**src/rtl/lcd_pkg.sv**
```systemverilog
// Shared types and constants for the HD44780 write sequencer: FSM states,
// the fixed init command ROM and the long-execution command classifier.
package lcd_pkg;

    typedef enum logic [2:0] {
        ST_POWERUP,
        ST_LOAD,
        ST_SETUP,
        ST_PULSE,
        ST_HOLD,
        ST_WAIT,
        ST_IDLE
    } lcd_state_t;

    localparam int unsigned LCD_INIT_LEN = 4;

    // Function set 8-bit/2-line, display on, clear, entry mode increment.
    localparam logic [7:0] LCD_INIT_CMDS [LCD_INIT_LEN] = '{8'h38, 8'h0C, 8'h01, 8'h06};

    // Clear (0x01) and return-home (0x02/0x03) need the long execution wait.
    function automatic logic lcd_is_long_cmd(input logic rs, input logic [7:0] data);
        return !rs && (data[7:2] == 6'd0) && (data[1:0] != 2'd0);
    endfunction

    function automatic int unsigned lcd_max(input int unsigned a, input int unsigned b);
        return (a > b) ? a : b;
    endfunction

endpackage

```
**src/rtl/lcd_delay_counter.sv**
```systemverilog
// Shared down-counter for all timed sequencer states: loaded with N-1 on state
// entry, done while it reads zero, and it never wraps below zero.
module lcd_delay_counter #(
    parameter int unsigned  W       = 20,
    parameter logic [W-1:0] RST_VAL = '0
) (
    input  logic         clk_i,
    input  logic         rst_i,
    input  logic         load_i,
    input  logic [W-1:0] load_val_i,
    output logic         done_o
);

    logic [W-1:0] cnt_q;
    logic [W-1:0] cnt_d;

    always_comb begin
        cnt_d = cnt_q;
        if (load_i) begin
            cnt_d = load_val_i;
        end else if (cnt_q != '0) begin
            cnt_d = cnt_q - 1'b1;
        end
    end

    always_ff @(posedge clk_i or posedge rst_i) begin
        if (rst_i) begin
            cnt_q <= RST_VAL;
        end else begin
            cnt_q <= cnt_d;
        end
    end

    assign done_o = (cnt_q == '0);

endmodule

```
**src/rtl/lcd_write_sequencer.sv**
```systemverilog
// HD44780 write-only bus sequencer: power-up delay, fixed init sequence, then
// valid/ready byte writes with setup/EN/hold timing and per-command execution waits.
module lcd_write_sequencer
    import lcd_pkg::*;
#(
    parameter int unsigned POWERUP_CYC    = 750000,
    parameter int unsigned SETUP_CYC      = 3,
    parameter int unsigned EN_CYC         = 25,
    parameter int unsigned HOLD_CYC       = 3,
    parameter int unsigned CMD_WAIT_CYC   = 2000,
    parameter int unsigned CLEAR_WAIT_CYC = 82000
) (
    input  logic       clk_clk,
    input  logic       reset_reset,
    input  logic       req_valid,
    output logic       req_ready,
    input  logic       req_rs,
    input  logic [7:0] req_data,
    output logic       init_done,
    output logic [7:0] lcd_data,
    output logic       lcd_rs,
    output logic       lcd_rw,
    output logic       lcd_en
);

    localparam int unsigned MAX_CYC = lcd_max(lcd_max(lcd_max(POWERUP_CYC, CLEAR_WAIT_CYC),
                                                      lcd_max(CMD_WAIT_CYC, EN_CYC)),
                                              lcd_max(SETUP_CYC, HOLD_CYC));
    localparam int unsigned CW = (MAX_CYC > 1) ? $clog2(MAX_CYC) : 1;

    localparam logic [CW-1:0] POWERUP_LD = CW'(POWERUP_CYC - 1);
    localparam logic [CW-1:0] SETUP_LD   = CW'(SETUP_CYC - 1);
    localparam logic [CW-1:0] EN_LD      = CW'(EN_CYC - 1);
    localparam logic [CW-1:0] HOLD_LD    = CW'(HOLD_CYC - 1);
    localparam logic [CW-1:0] CMD_LD     = CW'(CMD_WAIT_CYC - 1);
    localparam logic [CW-1:0] CLEAR_LD   = CW'(CLEAR_WAIT_CYC - 1);
    localparam logic [1:0]    LAST_IDX   = 2'(LCD_INIT_LEN - 1);

    lcd_state_t  state_q, state_d;
    logic [7:0]  data_q, data_d;
    logic        rs_q, rs_d;
    logic [1:0]  idx_q, idx_d;
    logic        done_q, done_d;
    logic        cnt_load;
    logic [CW-1:0] cnt_val;
    logic        cnt_done;

    lcd_delay_counter #(
        .W       (CW),
        .RST_VAL (POWERUP_LD)
    ) u_delay (
        .clk_i      (clk_clk),
        .rst_i      (reset_reset),
        .load_i     (cnt_load),
        .load_val_i (cnt_val),
        .done_o     (cnt_done)
    );

    always_comb begin
        state_d  = state_q;
        data_d   = data_q;
        rs_d     = rs_q;
        idx_d    = idx_q;
        done_d   = done_q;
        cnt_load = 1'b0;
        cnt_val  = '0;
        case (state_q)
            ST_POWERUP: begin
                if (cnt_done) begin
                    state_d = ST_LOAD;
                end
            end
            ST_LOAD: begin
                data_d   = LCD_INIT_CMDS[idx_q];
                rs_d     = 1'b0;
                state_d  = ST_SETUP;
                cnt_load = 1'b1;
                cnt_val  = SETUP_LD;
            end
            ST_SETUP: begin
                if (cnt_done) begin
                    state_d  = ST_PULSE;
                    cnt_load = 1'b1;
                    cnt_val  = EN_LD;
                end
            end
            ST_PULSE: begin
                if (cnt_done) begin
                    state_d  = ST_HOLD;
                    cnt_load = 1'b1;
                    cnt_val  = HOLD_LD;
                end
            end
            ST_HOLD: begin
                if (cnt_done) begin
                    state_d  = ST_WAIT;
                    cnt_load = 1'b1;
                    cnt_val  = lcd_is_long_cmd(rs_q, data_q) ? CLEAR_LD : CMD_LD;
                end
            end
            ST_WAIT: begin
                if (cnt_done) begin
                    // The init index only advances while init bytes remain.
                    if (!done_q && (idx_q != LAST_IDX)) begin
                        idx_d   = idx_q + 2'd1;
                        state_d = ST_LOAD;
                    end else begin
                        done_d  = 1'b1;
                        state_d = ST_IDLE;
                    end
                end
            end
            ST_IDLE: begin
                if (req_valid) begin
                    data_d   = req_data;
                    rs_d     = req_rs;
                    state_d  = ST_SETUP;
                    cnt_load = 1'b1;
                    cnt_val  = SETUP_LD;
                end
            end
            default: begin
                state_d = ST_POWERUP;
            end
        endcase
    end

    always_ff @(posedge clk_clk or posedge reset_reset) begin
        if (reset_reset) begin
            state_q <= ST_POWERUP;
            data_q  <= '0;
            rs_q    <= 1'b0;
            idx_q   <= '0;
            done_q  <= 1'b0;
        end else begin
            state_q <= state_d;
            data_q  <= data_d;
            rs_q    <= rs_d;
            idx_q   <= idx_d;
            done_q  <= done_d;
        end
    end

    assign req_ready = (state_q == ST_IDLE);
    assign init_done = done_q;
    assign lcd_data  = data_q;
    assign lcd_rs    = rs_q;
    assign lcd_rw    = 1'b0;
    assign lcd_en    = (state_q == ST_PULSE);

endmodule

```
**config.mk**
```make
export PLATFORM = sky130hd
export DESIGN_NAME = lcd_write_sequencer
export DESIGN_NICKNAME = d
export VERILOG_FILES = /design/src/rtl/lcd_pkg.sv /design/src/rtl/lcd_delay_counter.sv /design/src/rtl/lcd_write_sequencer.sv
export SDC_FILE = /design/constraint.sdc
export NUM_CORES = 1
export LEC_CHECK = 0
export CAP_MARGIN = 10
export CORE_AREA = 2 2 74 76
export DETAILED_ROUTE_END_ITERATION = 6
export DIE_AREA = 0 0 76 78
export SLEW_MARGIN = 20
export SYNTH_ARGS = -nofsm -noshare
export SYNTH_HDL_FRONTEND = slang
export SYNTH_SLANG_ARGS = --single-unit
export TNS_END_PERCENT = 100
```
**constraint.sdc**
```tcl
create_clock -name clk_clk -period 4.68 [get_ports clk_clk]
set_input_delay 0.936 -clock clk_clk [delete_from_list [all_inputs] [get_ports clk_clk]]
set_output_delay 0.936 -clock clk_clk [all_outputs]
set_load 0.02 [all_outputs]
```
==> results of run 1 <==
[Yosys cell counts, drive strengths merged (2+ instances only)]
| cell type | count |
|---|---|
| a211oi | 4 |
| nor3 | 12 |
| inv | 7 |
| nand3 | 6 |
| nor2 | 17 |
| a21oi | 5 |
| xor2 | 7 |
| dfrtp | 22 |
| buf | 2 |
| xnor2 | 11 |
| clkbuf | 6 |
| nand4b | 3 |
| nor4 | 8 |
| or3 | 3 |
| nor2b | 4 |
| ha | 5 |
| o21ai | 27 |
| nand2b | 4 |
| a31o | 2 |
| nand2 | 22 |
| mux2i | 2 |
| and2 | 2 |
| dfstp | 13 |
| or4 | 2 |
[sequential cells by signal, summed over array words and instances (netlist names)]
signal,count
u_delay.cnt_q,20
lcd_data,8
state_q,3
idx_q,2
init_done,1
lcd_rs,1
[power by group through the flow]
stage	registers, mW	logic, mW	clock network, mW
final	0.303	0.0172	0.283
after global routing	0.303	0.0194	0.305
after CTS	0.303	0.0178	0.292
after detailed placement	0.308	0.0177	0
after global placement	0.308	0.0180	0
after floorplan	0.308	0.00624	0
[through the flow]
stage / total power [mW] / setup WS [ns]
2_1_floorplan: 0.3145 / 2.610
3_3_place_gp: 0.3263 / 2.060
3_5_place_dp: 0.3260 / 2.021
4_1_cts: 0.6131 / 1.687
5_1_grt: 0.6274 / 1.512
6_report: 0.6031 / 1.708
[worst paths after layout]
path / start / end / slack, ns / cells past startpoint
max: state_q[2] / req_ready / 1.71 / 4
min: lcd_data[7] / lcd_data[7] / 0.52 / 2
max reg2reg: u_delay.cnt_q[0] / u_delay.cnt_q[16] / 2.28 / 7
min reg2reg: lcd_data[7] / lcd_data[7] / 0.52 / 2
max in group asynchronous: reset_reset / u_delay.cnt_q[5] / 2.83 / 3
min in group asynchronous: reset_reset / lcd_data[6] / 1.08 / 2
[cell type report]
type	count	area share
Clock buffer	6	0.03416
Clock inverter	2	0.01449
Inverter	7	0.01087
Multi-Input combinational cell	162	0.4337
Sequential cell	35	0.3690
Tap cell	70	0.03623
Timing Repair Buffer	25	0.1014
[kinds of logic (layout without fill, tap and decap cells)]
| family | Yosys count | count (layout) | share of synthesized area |
|---|---|---|---|
| AO/OA/AOI/OAI | 46 | 46 | 0.1346 |
| XOR/XNOR | 18 | 18 | 0.07850 |
| adder cells (fa/ha/maj) | 5 | 5 | 0.03115 |
| buffers and inverters | 15 | 40 | 0.03364 |
| flip-flops | 35 | 35 | 0.4442 |
| multiplexers | 3 | 3 | 0.01558 |
| other | 1 | 1 | 0.001867 |
| AND/OR/NAND/NOR | 89 | 89 | 0.2604 |
[worst max-delay path: stages, from the launching register on]
cell and delay (ns):
dfrtp_1 0.53, nor2b_1 0.25, nand2_1 0.14, inv_2 0.19, clkdlybuf4s50_1 0.63
[layer usage]
layer  GRT usage  vias to the layer above
li1            -                      795
met1      0.2104                      727
met2      0.2357                       33
met3     0.04070                        2
met4     0.04364                        0
met5           0                        -
==> impl_metrics.yaml, run 1 <==
routing:
  drt-initial-drc-count: 87
  wire_per_inst_um: 13.63
  highest_layer: "met4"
  wl_um: 4183
  drc: 0
  num_vias: 1557
  drtAntennaViolNets: 0
  met3_length_um: 181
  wl_met2_um: 1953
  first_pass_iters: 4
  vias_per_cell: 5.072
  met1_length_um: 2032
flow_run:
  cap_violations: 0
timing:
  rsz0062_at_grt: "no"
  worst_slew_pin_slew_ns: 0.7573
  slew_violations: 0
  finalHoldViolations: 0
  min_period_ns: 2.972
  fin_tns_setup_ns: 0
  clock_skew_ns: 0.005934
  hold_slack_ns: 0.5203
  setup_viol: 0
  fin_crit_sh: 0.6349
  max_freq_mhz: 336.5
  relSlewSlack: 0.4946
synth:
  ys.flop_type: "dfrtp_1"
  ys_seq_area_frac: 0.4442
  synth_nets: 229
  synth_area_leaders: "dfrtp_1 27%, dfstp_2 17%, o21ai_0 6.0%, xnor2_1 4.8%, nand2_1 4.1%"
  syn_area_sq_um: 2008
  syn_area_per_cell_sq_um: 9.473
  synth_edf_count: 0
  yosysTopAreaCellShare: 0.2741
  yosys.area.top_type: "dfrtp_1"
  synth-seq-cells: 35
  yosysWarnings: 0
  async_reset_ff_frac: 1.000
  synth_cell_type_count: 48
  syn_inst: 212
critical_path:
  crit_type: "flop to output pin"
  crit_arrival_ns: 2.04
  cp.required_ns: 3.74
  critPathLaunchType: "flop"
  endpoint_kind: "output pin"
  crit_fanout: 13
power_and_ir_drop:
  internal-power_mw: 0.4842
  combPwrFrac: 0.028
  p_sw_frac: 0.1972
  power.leakage_nw: 0.9433
  power_density_nw_per_um2: 249.5
  p_switching_mw: 0.1189
  clockPowerShare: 0.469
  seq_power_share: 0.502
  ir_drop_mv: 0.1280
placed_design:
  place_congestion: 0.8956
  port_buffers: 23
  placedCellCount: 299
  dpl_cell_area_sq_um: 2300
  hpwl_um: 3061
cells_and_area:
  drive_gt1_frac: 0.1519
  syn_to_final_growth_pct: 20.37
  final_cells: 307
  fill_cells: 484
  multi_input_area_sq_um: 1049
  final_common_cell: "o21ai_0"
  fin_util: 0.4794
  final_nets: 253
  layout_common_cells: "24 x o21ai_0, 23 x clkdlybuf4s50_1, 22 x nand2_1, 22 x dfrtp_1, 17 x nor2_1"
  antenna_cells: 0
  fin_area_sq_um: 2417
  seqCellArea_sq_um: 892.1
cts:
  cts_resized: 0
  clock-sinks: 35
  clock_path_buffers: 2
  clk_latency_ns: 0.28
  tritoncts: "yes"
  clk_pin_slew_ns: 0.07
  cts_root_buf: "clkbuf_8"
  holdBufCountCts: 0
  postCtsSetupRepairBufs: 0
  htree_levels: 2
  numCtsBuffers: 5
outcome:
  status: "complete, no violations"
grt:
  grt_max_degree: 24
  grt_pass1_vias: 1522
  gr-total-overflow: 0
  grt_pass1_wl_um: 7258
  antenna_found_initial: 0
  grt_usage: 0.1523
die:
  start_util: 0.3983
  fp.dieW_um: 76
  die_h_um: 78
  num_rows: 26
  ios: 25
  dieArea_sq_um: 5928
  core_sq_um: 5042
worst_hold_path:
  min_path_type: "flop to flop"
Power figures use the tool's default switching activity.
==> run 2: changes to the inputs <==
==> constraint.sdc (replaced) <==
create_clock -name clk_clk -period 2.6 [get_ports clk_clk]
set_input_delay 0.52 -clock clk_clk [delete_from_list [all_inputs] [get_ports clk_clk]]
set_output_delay 0.52 -clock clk_clk [all_outputs]
set_load 0.02 [all_outputs]
==> run 2 against run 1 <==
Clock-buffer cell count grew 1. Setup slack worse by 1.5 ns. Total power is 58% higher. Die area unchanged. Utilization down 0.074 points. Global-route usage is 0.50 points higher. Clock skew barely moved. Non-clock buffer count grew 4. Sequential power rose by 80%. Final cell count up 1.3%. Clock power rose by 34%. Highest routed layer unchanged.
==> impl_metrics.yaml, run 2 (same netlist as run 1, synthesis figures left out) <==
outcome:
  status: "complete, no violations"
routing:
  first_pass_iters: 4
  vias_per_cell: 5.096
  drt-initial-drc-count: 64
  drtAntennaViolNets: 0
  num_vias: 1585
  wire_per_inst_um: 13.86
  drc: 0
  wl_um: 4311
flow_run:
  cap_violations: 0
placed_design:
  dpl_cell_area_sq_um: 2330
  port_buffers: 23
  place_congestion: 0.8964
  hpwl_um: 3261
critical_path:
  rrSetupSlack_ns: 0.28
  r2r-start: "u_delay.cnt_q[0]"
  crit_type: "flop to output pin"
  cp.required_ns: 2.08
  crit_fanout: 11
  critPathLaunchType: "flop"
  crit_arrival_ns: 1.84
  crit_path_start: "state_q[0]"
  rr_worst_depth: 7
  endpoint_kind: "output pin"
  r2r_end: "u_delay.cnt_q[16]"
worst_hold_path:
  whs_endpoint: "idx_q[0]"
  min_path_type: "flop to flop"
  hold_depth: 1
  min_from: "idx_q[0]"
cells_and_area:
  drive_gt1_frac: 0.1577
  fin_util: 0.4787
  fill_cells: 493
  fin_area_sq_um: 2414
  layout_common_cells: "24 x o21ai_0, 22 x nand2_1, 22 x dfrtp_1, 22 x clkdlybuf4s50_1, 17 x nor2_1"
  syn_to_final_growth_pct: 20.19
  final_common_cell: "o21ai_0"
  largest_reg_flops: 20
  final_nets: 257
  largest-register: "u_delay.cnt_q"
  antenna_cells: 0
timing:
  finalHoldViolations: 0
  setup_viol: 0
  max_freq_mhz: 423.0
  relSlewSlack: 0.6407
  fin_crit_sh: 0.9093
  rsz0062_at_grt: "no"
  worst_slew_pin_slew_ns: 0.5389
  clock_skew_ns: 0.006022
  fin_tns_setup_ns: 0
  slew_violations: 0
  min_period_ns: 2.364
  hold_slack_ns: 0.5149
cts:
  tritoncts: "yes"
  numCtsBuffers: 5
  cts_resized: 0
  cts_root_buf: "clkbuf_8"
  clock-sinks: 35
  clk_latency_ns: 0.28
  htree_levels: 2
  holdBufCountCts: 0
  clock_path_buffers: 2
  postCtsSetupRepairBufs: 0
  clk_pin_slew_ns: 0.06
power_and_ir_drop:
  power.leakage_nw: 0.9637
  power_density_nw_per_um2: 395.7
  finalPower_mw: 0.9551
  ir_drop_mv: 0.2295
grt:
  grt_max_degree: 36
  gr-total-overflow: 0
  grt_pass1_wl_um: 7396
  antenna_found_initial: 0
  grt_pass1_vias: 1521
  grt_usage: 0.1573
die:
  dieArea_sq_um: 5928
  die_h_um: 78
  fp.dieW_um: 76
  ios: 25
  num_rows: 26
  core_sq_um: 5042
  start_util: 0.3983
==> run 2: cell types whose count changed in the layout (fill, tap and decap cells not counted) <==
cell / delta
bufinv_16: -1
clkbuf_8: -1
dlymetal6s2s_1: +1
clkdlybuf4s50_1: -1
buf_4: +4
clkbuf_1: +2
==> run 2: worst max-delay path: stages (launching register included) <==
cell and delay [ns]:
dfrtp_1 0.56, inv_1 0.22, nor2_1 0.16, clkdlybuf4s50_1 0.62
==> run 2: metrics by stage <==
step                      instances  worst slack [ns]
final                           311            0.2359
after floorplan                 212            0.5296
after detailed placement        303            0.3318
after global placement          303            0.4041
after global routing            311            0.1364
after CTS                       311           0.05637
==> run 2: metal layers <==
metal,track usage,vias up,wire (um),share of wire
met2,0.2518,17,2036,0.47
met5,0,-,0,0
li1,-,812,-,-
met3,0.04070,6,119,0.028
met4,0.04727,0,55,0.013
met1,0.2106,750,2100,0.49
==> run 2: cell type report <==
type                    instances  area, sq um  share of cell area
well taps                      70        87.58             0.03629
multi-input cells             162         1049              0.4344
inverters                       7        26.28             0.01089
flip-flops and latches         35        892.1              0.3696
clock buffers                   7        76.32             0.03162
clock inverters                 1        5.005            0.002074
repair buffers                 29        277.8              0.1151
==> run 2: worst max-delay path by stage <==
stage | to | slack [ns] | cells after the start
after floorplan | u_delay.cnt_q[14] | 0.53 | 8
after global placement | req_ready | 0.40 | 4
after detailed placement | u_delay.cnt_q[16] | 0.33 | 7
after CTS | req_ready | 0.06 | 4
after global routing | lcd_en | 0.14 | 3
final | lcd_en | 0.24 | 3
==> run 2: power breakdown <==
part,internal (mW),leakage [nW],switching (mW),total (mW)
combinational,0.0161,0.500,0.0152,0.0313
clock,0.188,0.0422,0.190,0.378
sequential,0.545,0.422,0,0.545
